===== config.mk =====
export PLATFORM = sky130hd
export DESIGN_NAME = axis_video_sink_monitor
export DESIGN_NICKNAME = d
export VERILOG_FILES = /design/src/rtl/axis_video_sink_monitor.sv
export SDC_FILE = /design/constraint.sdc
export NUM_CORES = 1
export LEC_CHECK = 0
export BUFFER_PORTS_ARGS = -buffer_cell sky130_fd_sc_hd__buf_2
export CORE_MARGIN = 2
export CORE_UTILIZATION = 30
export CTS_CLUSTER_SIZE = 10
export DETAILED_ROUTE_END_ITERATION = 6
export GPL_TIMING_DRIVEN = 0
export SLEW_MARGIN = 20
export SYNTH_ARGS = -nofsm -noshare
export SYNTH_HDL_FRONTEND = slang
export SYNTH_SLANG_ARGS = --single-unit
export TNS_END_PERCENT = 20

===== constraint.sdc =====
create_clock -name aclk -period 10.6 [get_ports aclk]
set_clock_uncertainty 0.2 [all_clocks]
set_input_delay 3.18 -clock aclk [delete_from_list [all_inputs] [get_ports aclk]]
set_output_delay 3.18 -clock aclk [all_outputs]
set_load 0.03 [all_outputs]

===== src/rtl/axis_video_sink_monitor.sv =====
// AXI4-Stream video sink that terminates a video pipeline and checks its framing.
// Tracks pixel/line position from SOF/EOL, raises sticky framing errors and signs each frame.
module axis_video_sink_monitor #(
  parameter int DATA_WIDTH   = 64,
  parameter int FRAME_WIDTH  = 1920,
  parameter int FRAME_HEIGHT = 1080
) (
  input  logic                  aclk,
  input  logic                  aresetn,
  input  logic                  aclken,
  input  logic [DATA_WIDTH-1:0] s_axis_video_tdata,
  input  logic                  s_axis_video_tvalid,
  output logic                  s_axis_video_tready,
  input  logic                  s_axis_video_tuser,
  input  logic                  s_axis_video_tlast,
  input  logic                  ready_en,
  input  logic                  clear_err,
  output logic [15:0]           x_pos,
  output logic [15:0]           y_pos,
  output logic [31:0]           frame_count,
  output logic [15:0]           drop_count,
  output logic [31:0]           frame_sig,
  output logic                  frame_done,
  output logic                  err_early_eol,
  output logic                  err_late_eol,
  output logic                  err_sof_mid
);

  localparam logic [15:0] X_LAST = 16'(FRAME_WIDTH - 1);
  localparam logic [15:0] Y_LAST = 16'(FRAME_HEIGHT - 1);

  typedef enum logic {
    WAIT_SOF = 1'b0,
    IN_FRAME = 1'b1
  } state_t;

  state_t      state;
  logic [31:0] sig;

  logic        xfer;
  logic        accept;
  logic        drop_ev;
  logic        sof_mid_set;
  logic        early_set;
  logic        late_set;
  logic [15:0] cur_x;
  logic [15:0] cur_y;
  logic [31:0] pix;
  logic [31:0] sig_next;
  logic        at_end;
  logic        line_end;
  logic        frame_end;
  logic [15:0] drop_base;

  // Only the low 32 data bits feed the signature; the rest are deliberately ignored.
  if (DATA_WIDTH > 32) begin : g_unused
    logic unused_tdata_hi;
    assign unused_tdata_hi = ^s_axis_video_tdata[DATA_WIDTH-1:32];
  end

  // A SOF beat is evaluated as position (0,0) of a freshly seeded frame, so a
  // tuser+tlast beat is checked for EOL at x=0 just like any other first pixel.
  always_comb begin
    pix         = s_axis_video_tdata[31:0];
    xfer        = aclken & s_axis_video_tvalid & s_axis_video_tready;
    accept      = xfer & (s_axis_video_tuser | (state == IN_FRAME));
    drop_ev     = xfer & ~s_axis_video_tuser & (state == WAIT_SOF);
    sof_mid_set = xfer & s_axis_video_tuser & (state == IN_FRAME);
    cur_x       = s_axis_video_tuser ? 16'd0 : x_pos;
    cur_y       = s_axis_video_tuser ? 16'd0 : y_pos;
    sig_next    = s_axis_video_tuser ? pix : ({sig[30:0], sig[31]} ^ pix);
    at_end      = (cur_x == X_LAST);
    line_end    = s_axis_video_tlast | at_end;
    frame_end   = line_end & (cur_y == Y_LAST);
    early_set   = accept & s_axis_video_tlast & ~at_end;
    late_set    = accept & at_end & ~s_axis_video_tlast;
    drop_base   = clear_err ? 16'd0 : drop_count;
  end

  // Sticky errors: a new error in the same cycle as clear_err keeps the flag set.
  always_ff @(posedge aclk) begin
    if (!aresetn) begin
      state               <= WAIT_SOF;
      sig                 <= 32'd0;
      s_axis_video_tready <= 1'b0;
      x_pos               <= 16'd0;
      y_pos               <= 16'd0;
      frame_count         <= 32'd0;
      drop_count          <= 16'd0;
      frame_sig           <= 32'd0;
      frame_done          <= 1'b0;
      err_early_eol       <= 1'b0;
      err_late_eol        <= 1'b0;
      err_sof_mid         <= 1'b0;
    end else begin
      frame_done <= 1'b0;
      if (aclken) begin
        s_axis_video_tready <= ready_en;
        err_early_eol <= (err_early_eol & ~clear_err) | early_set;
        err_late_eol  <= (err_late_eol & ~clear_err) | late_set;
        err_sof_mid   <= (err_sof_mid & ~clear_err) | sof_mid_set;

        if (drop_ev) begin
          drop_count <= (drop_base == 16'hFFFF) ? 16'hFFFF : drop_base + 16'd1;
        end else begin
          drop_count <= drop_base;
        end

        if (accept) begin
          sig <= sig_next;
          if (frame_end) begin
            state       <= WAIT_SOF;
            frame_sig   <= sig_next;
            frame_count <= frame_count + 32'd1;
            frame_done  <= 1'b1;
            x_pos       <= 16'd0;
            y_pos       <= 16'd0;
          end else if (line_end) begin
            state <= IN_FRAME;
            x_pos <= 16'd0;
            y_pos <= cur_y + 16'd1;
          end else begin
            state <= IN_FRAME;
            x_pos <= cur_x + 16'd1;
            y_pos <= cur_y;
          end
        end
      end
    end
  end

endmodule


### Yosys cells after proc, flatten, opt, wreduce, memory -nomap -nowiden

Cells that the tools add are included.

| operators by class | value |
|---|---|
| add/subtract/negate cells | 4 |
| multipliers | 0 |
| div/mod/pow operators | 0 |
| $lt $le $gt $ge | 0 |
| eq/ne operators | 3 |
| shifts and indexed selects | 0 |
| mux-type cells | 12 |
| bitwise operators | 26 |
| reductions and logical operators | 3 |

Operators by type and width:

| cell | number |
|---|---|
| 16-bit two-way mux | 9 |
| 16-bit by 1-bit adder with 16-bit output (second input constant) | 3 |
| 32-bit by 1-bit adder with 32-bit output (second input constant) | 1 |
| 16-bit by 11-bit == test with 1-bit output (second input constant) | 2 |
| 32-bit two-way mux | 1 |
| 32-bit bitwise XOR | 1 |
| 16-bit == test (second input constant) | 1 |
| 1-bit AND | 15 |
| 3-bit AND reduction | 2 |
| 1-bit NOT | 5 |
| 1-bit bitwise OR | 5 |
| 1-bit two-way mux | 2 |
| 2-bit AND reduction | 1 |

| word-level totals | value |
|---|---|
| register bits after elaboration | 150 |
| bits in latches | 0 |
| RAM bits | 0 |
| memory bits (read-only) | 0 |
| input bits | 72 |
| output and inout port bits | 117 |
| word-level logic and storage cells | 60 |
| memories | 0 |

### Logic depth before layout (Yosys ltp)

| depth | value |
|---|---|
| word-level depth | 6 |
| depth in mapped cells | 14 |
| depth with buffers taken out | 8 |

### Least setup slack after synthesis

OpenSTA, ideal clock, no wires.

| timing | value |
|---|---|
| path kind | input -> register |
| start | input s_axis_video_tuser |
| end | register x_pos[12] |
| library setup time | 70 ps |
| arrival time | 5828 ps |
| data required time | 10330 ps |
| setup slack | 4501 ps |
| stages on the path | 12 |
| buffers on the path | 5 |
| cells stage by stage | buf_2 clkbuf_1 clkbuf_1 clkbuf_1 nor2b_1 ha_1 and4_1 o2111ai_4 o211ai_1 clkbuf_1 or3b_2 a21oi_1 |

| between the ends | value |
|---|---|
| cells in the longest elaborated chain, start to end | 5 |
| elaborated cells between the ends (all ways) | 12 |
| those cells by class | 1 x add/sub; 2 x eq/ne; 4 x mux; 4 x bitwise; 1 x reduce/logical |

RTL lines:

| what | RTL line | RTL |
|---|---|---|
| start, declared | 14 | `input logic s_axis_video_tuser,` |
| parallel branches: the longest is 5 deep, another holds 16-bit by 1-bit adder with 16-bit output | - |  |
| end signal, assigned | 124 | `x_pos <= cur_x + 16'd1;` |
| end, declared | 18 | `output logic [15:0] x_pos,` |

Several ways; the timed one is not identified.
A chain may end at the register's enable or synchronous reset.

### Worst setup path after layout

Same ends and word-level chain as after synthesis.

==> results.md <==
- Total of buffers placed on input and output ports: 153
- Gate Count Post-Synth: 867
- Ratio of routed vias to standard cells: 5.174
- Number of antenna violations at the first check in global routing: 3
- Area share of the leading cell type in the synthesized netlist: 0.4105
- Initial Util: 0.3035
- Part of the total power dissipated in the clock network: 0.509
- First-pass DRT Iterations: 5
- Largest net degree at the start of global routing: 17
- CP Capture Type: flop
- GR Util All Layers: 0.1792
- Largest stage delay on the critical path: 0.54 ns
- Warnings from Yosys: 0
- Worst path buffer plus inverter count: 5
- Clock sink count: 150
- Cell type with the highest aggregate area in the netlist: dfxtp_1
- Data required time at the worst endpoint: 10.75 ns
- Vias in the first global route: 6590
- CTS Root Cell: clkbuf_16
- Clock tree from TritonCTS: yes
- Slowest cell on the critical path: clkbuf_1
- Wirelength per Cell: 16.88 microns
- Final ANT Viol Nets: 0
- Synthesis-stage register bit count: 150
- Cell repeated most along the worst path: clkbuf_1
- Number of gates resized after CTS: 0
- Sum of negative setup slack: 0 ns
- Unrepaired setup endpoints after global routing: no
- Number of rows created at floorplan: 57
- Slack of the critical path: 3.707 ns
- Most common cell after layout, fill and taps aside: buf_2
- Share of total power in combinational logic: 0.049
- Setup Fix Bufs, Post-CTS: 0
- Total power per unit cell area: 140.9 nW/um^2
- Max transition margin: 0.4923
- Leading cell types in the layout, fill and taps excluded: buf_2, dfxtp_1, nor2_1, a211oi_1, a21oi_1
- Count of cell types in the netlist: 68
- Maximum level of the CTS H-tree: 4
- Ys async rst share: 0
- Switching power share of the total: 0.2278
- Setup CP Type: primary input to flop
- Startpoint class of the critical path: primary input
- Net Count, Synth: 944
- Final weighted congestion of routability-driven global placement: 0.8826
- Die X: 160.2 microns
- Post-Synthesis Mean Instance Area: 8.438 sq um
- Final-stage net count: 1116
- Worst-path clk slew: 0.06 ns
- Internal power: 0.0009919 W
- Area of the mapped netlist: 7316 sq um
- Max Root-Sink Buffers: 2
- Synth area leaders: dfxtp_1, a211oi_1, nor2_1
- Standby leakage power: 3.321 nW
- Relative area change from synthesis to final layout: 24.66%
- Time the worst path needs with I/O delays and setup: 6.893 ns
- Total number of vias: 7119
- Number of CTS-inserted buffers: 17
- Overflow left after global routing: 0
- Die area: 25650 sq um
- Crit-path cells: buf_2 > clkbuf_1 > clkbuf_1 > clkbuf_1 > nor2b_1 > ha_1 > and4_1 > o2111ai_4 > o211ai_1 > clkbuf_1 > or3b_2 > a21oi_1
- Count of endpoints failing setup in the final report: 0
- Violation count after the first detailed-routing iteration: 500
- Remaining routing DRC violations: 0
- Sequential cell area fraction in the yosys report: 0.4105
- EDFF count, synth: 0
- Final number of max-transition violations: 0
- Skew-Pair Late Insertion Delay: 0.43 ns
- Largest fanout of any net on the critical path: 10
- Hold violation total from the final report: 0
- Design Area, Final: 9120 sq um
- Maximum ir drop on the vdd rail: 0.00007758 V
- Status: finished clean
- Chip height: 160.2 microns
- Switch Pwr: 0.0002927 W
- Total Wirelength: 23220 microns
- Hold/Removal Path Class: flop to flop
- Actual slew at the worst max-slew pin: 0.7557 ns
- Maximum clock frequency: 0.1451 GHz
- Arr. time, crit path: 7.04 ns
- Sequential power share: 0.442
- Fraction of the cycle the final worst path needs: 0.6503
- Detailed Place HPWL: 16850 microns
- Post-CTS Hold Fix Bufs: 0
- DP Area: 8487 sq um
- Core Box Area: 24110 sq um
- Number of top-level pins: 189
- First-pass GRT wire length: 36710 microns
- Worst slack, placed: 3.275 ns
- Predominant post-synthesis flop cell: dfxtp_1
- Max-cap violation count: 0
- Fillcell total: 2554
- Top delay family on crit path: buffers and inverters
- Share of cells above drive strength 1: 0.2238
## area by class of cell
cell class	instances	area [sq um]	share of cell area
clock inverter	11	175.2	0.01921
multi-input combinational	642	3981	0.4365
timing repair buffer	153	765.7	0.08396
tap	324	405.4	0.04445
antenna	2	5.005	0.0005488
buffer	58	267.8	0.02936
sequential	150	3003	0.3293
inverter	17	63.81	0.006997
clock buffer	19	452.9	0.04966
## registers in the layout (all words and copies together), names as in the netlist
register	cells
frame_count	32
frame_sig	32
sig	32
drop_count	16
x_pos	16
y_pos	16
err_early_eol	1
err_late_eol	1
err_sof_mid	1
frame_done	1
s_axis_video_tready	1
state	1
## metal layers
layer / vias to the layer above / GRT usage / share of wire
li1: 3524 / - / -
met1: 3373 / 0.2427 / 0.46
met2: 199 / 0.2820 / 0.47
met3: 21 / 0.04078 / 0.056
met4: 2 / 0.06020 / 0.012
met5: - / 0 / 0.00056
## per-stage QoR
| stage | util | instances | power, W | hold WS, ns |
|---|---|---|---|---|
| floorplan | - | 867 | 0.0006170 | 0.2737 |
| global placement | 0.3521 | 1344 | 0.0006430 | 0.2515 |
| detailed placement | 0.3521 | 1344 | 0.0006429 | 0.2423 |
| CTS | 0.3781 | 1374 | 0.001299 | 0.2509 |
| global route | 0.3782 | 1375 | 0.001326 | 0.2705 |
| finish | 0.3783 | 1376 | 0.001285 | 0.2486 |
## power groups by stage
stage	logic (W)	registers, W	clock network [W]
global placement	0.0000623	0.000581	0
finish	0.0000624	0.000568	0.000654
detailed placement	0.0000621	0.000581	0
global route	0.0000677	0.000568	0.000690
CTS	0.0000625	0.000568	0.000668
floorplan	0.0000355	0.000581	0
## worst paths after layout
check                                        start             to  slack (ns)  cells after the start
worst min-delay path                 err_early_eol  err_early_eol        0.25                      2
worst max register to register            x_pos[0]      x_pos[10]        7.52                      9
worst min register to register       err_early_eol  err_early_eol        0.25                      2
worst max-delay path            s_axis_video_tuser      x_pos[12]        3.71                     12
## cells by family after synthesis
kind of cell             share of synthesized area
buffers and inverters                      0.04532
flip-flops                                  0.4105
multiplexers                              0.007183
adder cells (fa/ha/maj)                   0.008551
XOR/XNOR                                   0.05268
AND/OR/NAND/NOR                             0.2659
AO/OA/AOI/OAI                               0.2099
## cell usage after synthesis, types with 6 or more instances
cell type and count:
dfxtp_1 150, inv_1 17, a21oi_1 53, or3_1 23
nand2_1 43, a211oi_1 66, nor4_1 7, nor3_1 23
nor2b_1 47, nand4_1 20, o211ai_1 9, nand3_1 27
xnor2_1 41, a31oi_1 7, clkbuf_1 34, o31ai_1 8
or4_1 10, and4_1 8, o21ai_0 48, buf_2 19
and2_1 6, nor2_1 111
## worst min-delay path: cells and delay by family (launching register included)
| family | cells | cell delay (ns) |
|---|---|---|
| flops | 1 | 0.31 |
| simple gates | 1 | 0.05 |
| compound gates | 1 | 0.05 |
No activity file was read; power rests on OpenSTA's default activity.
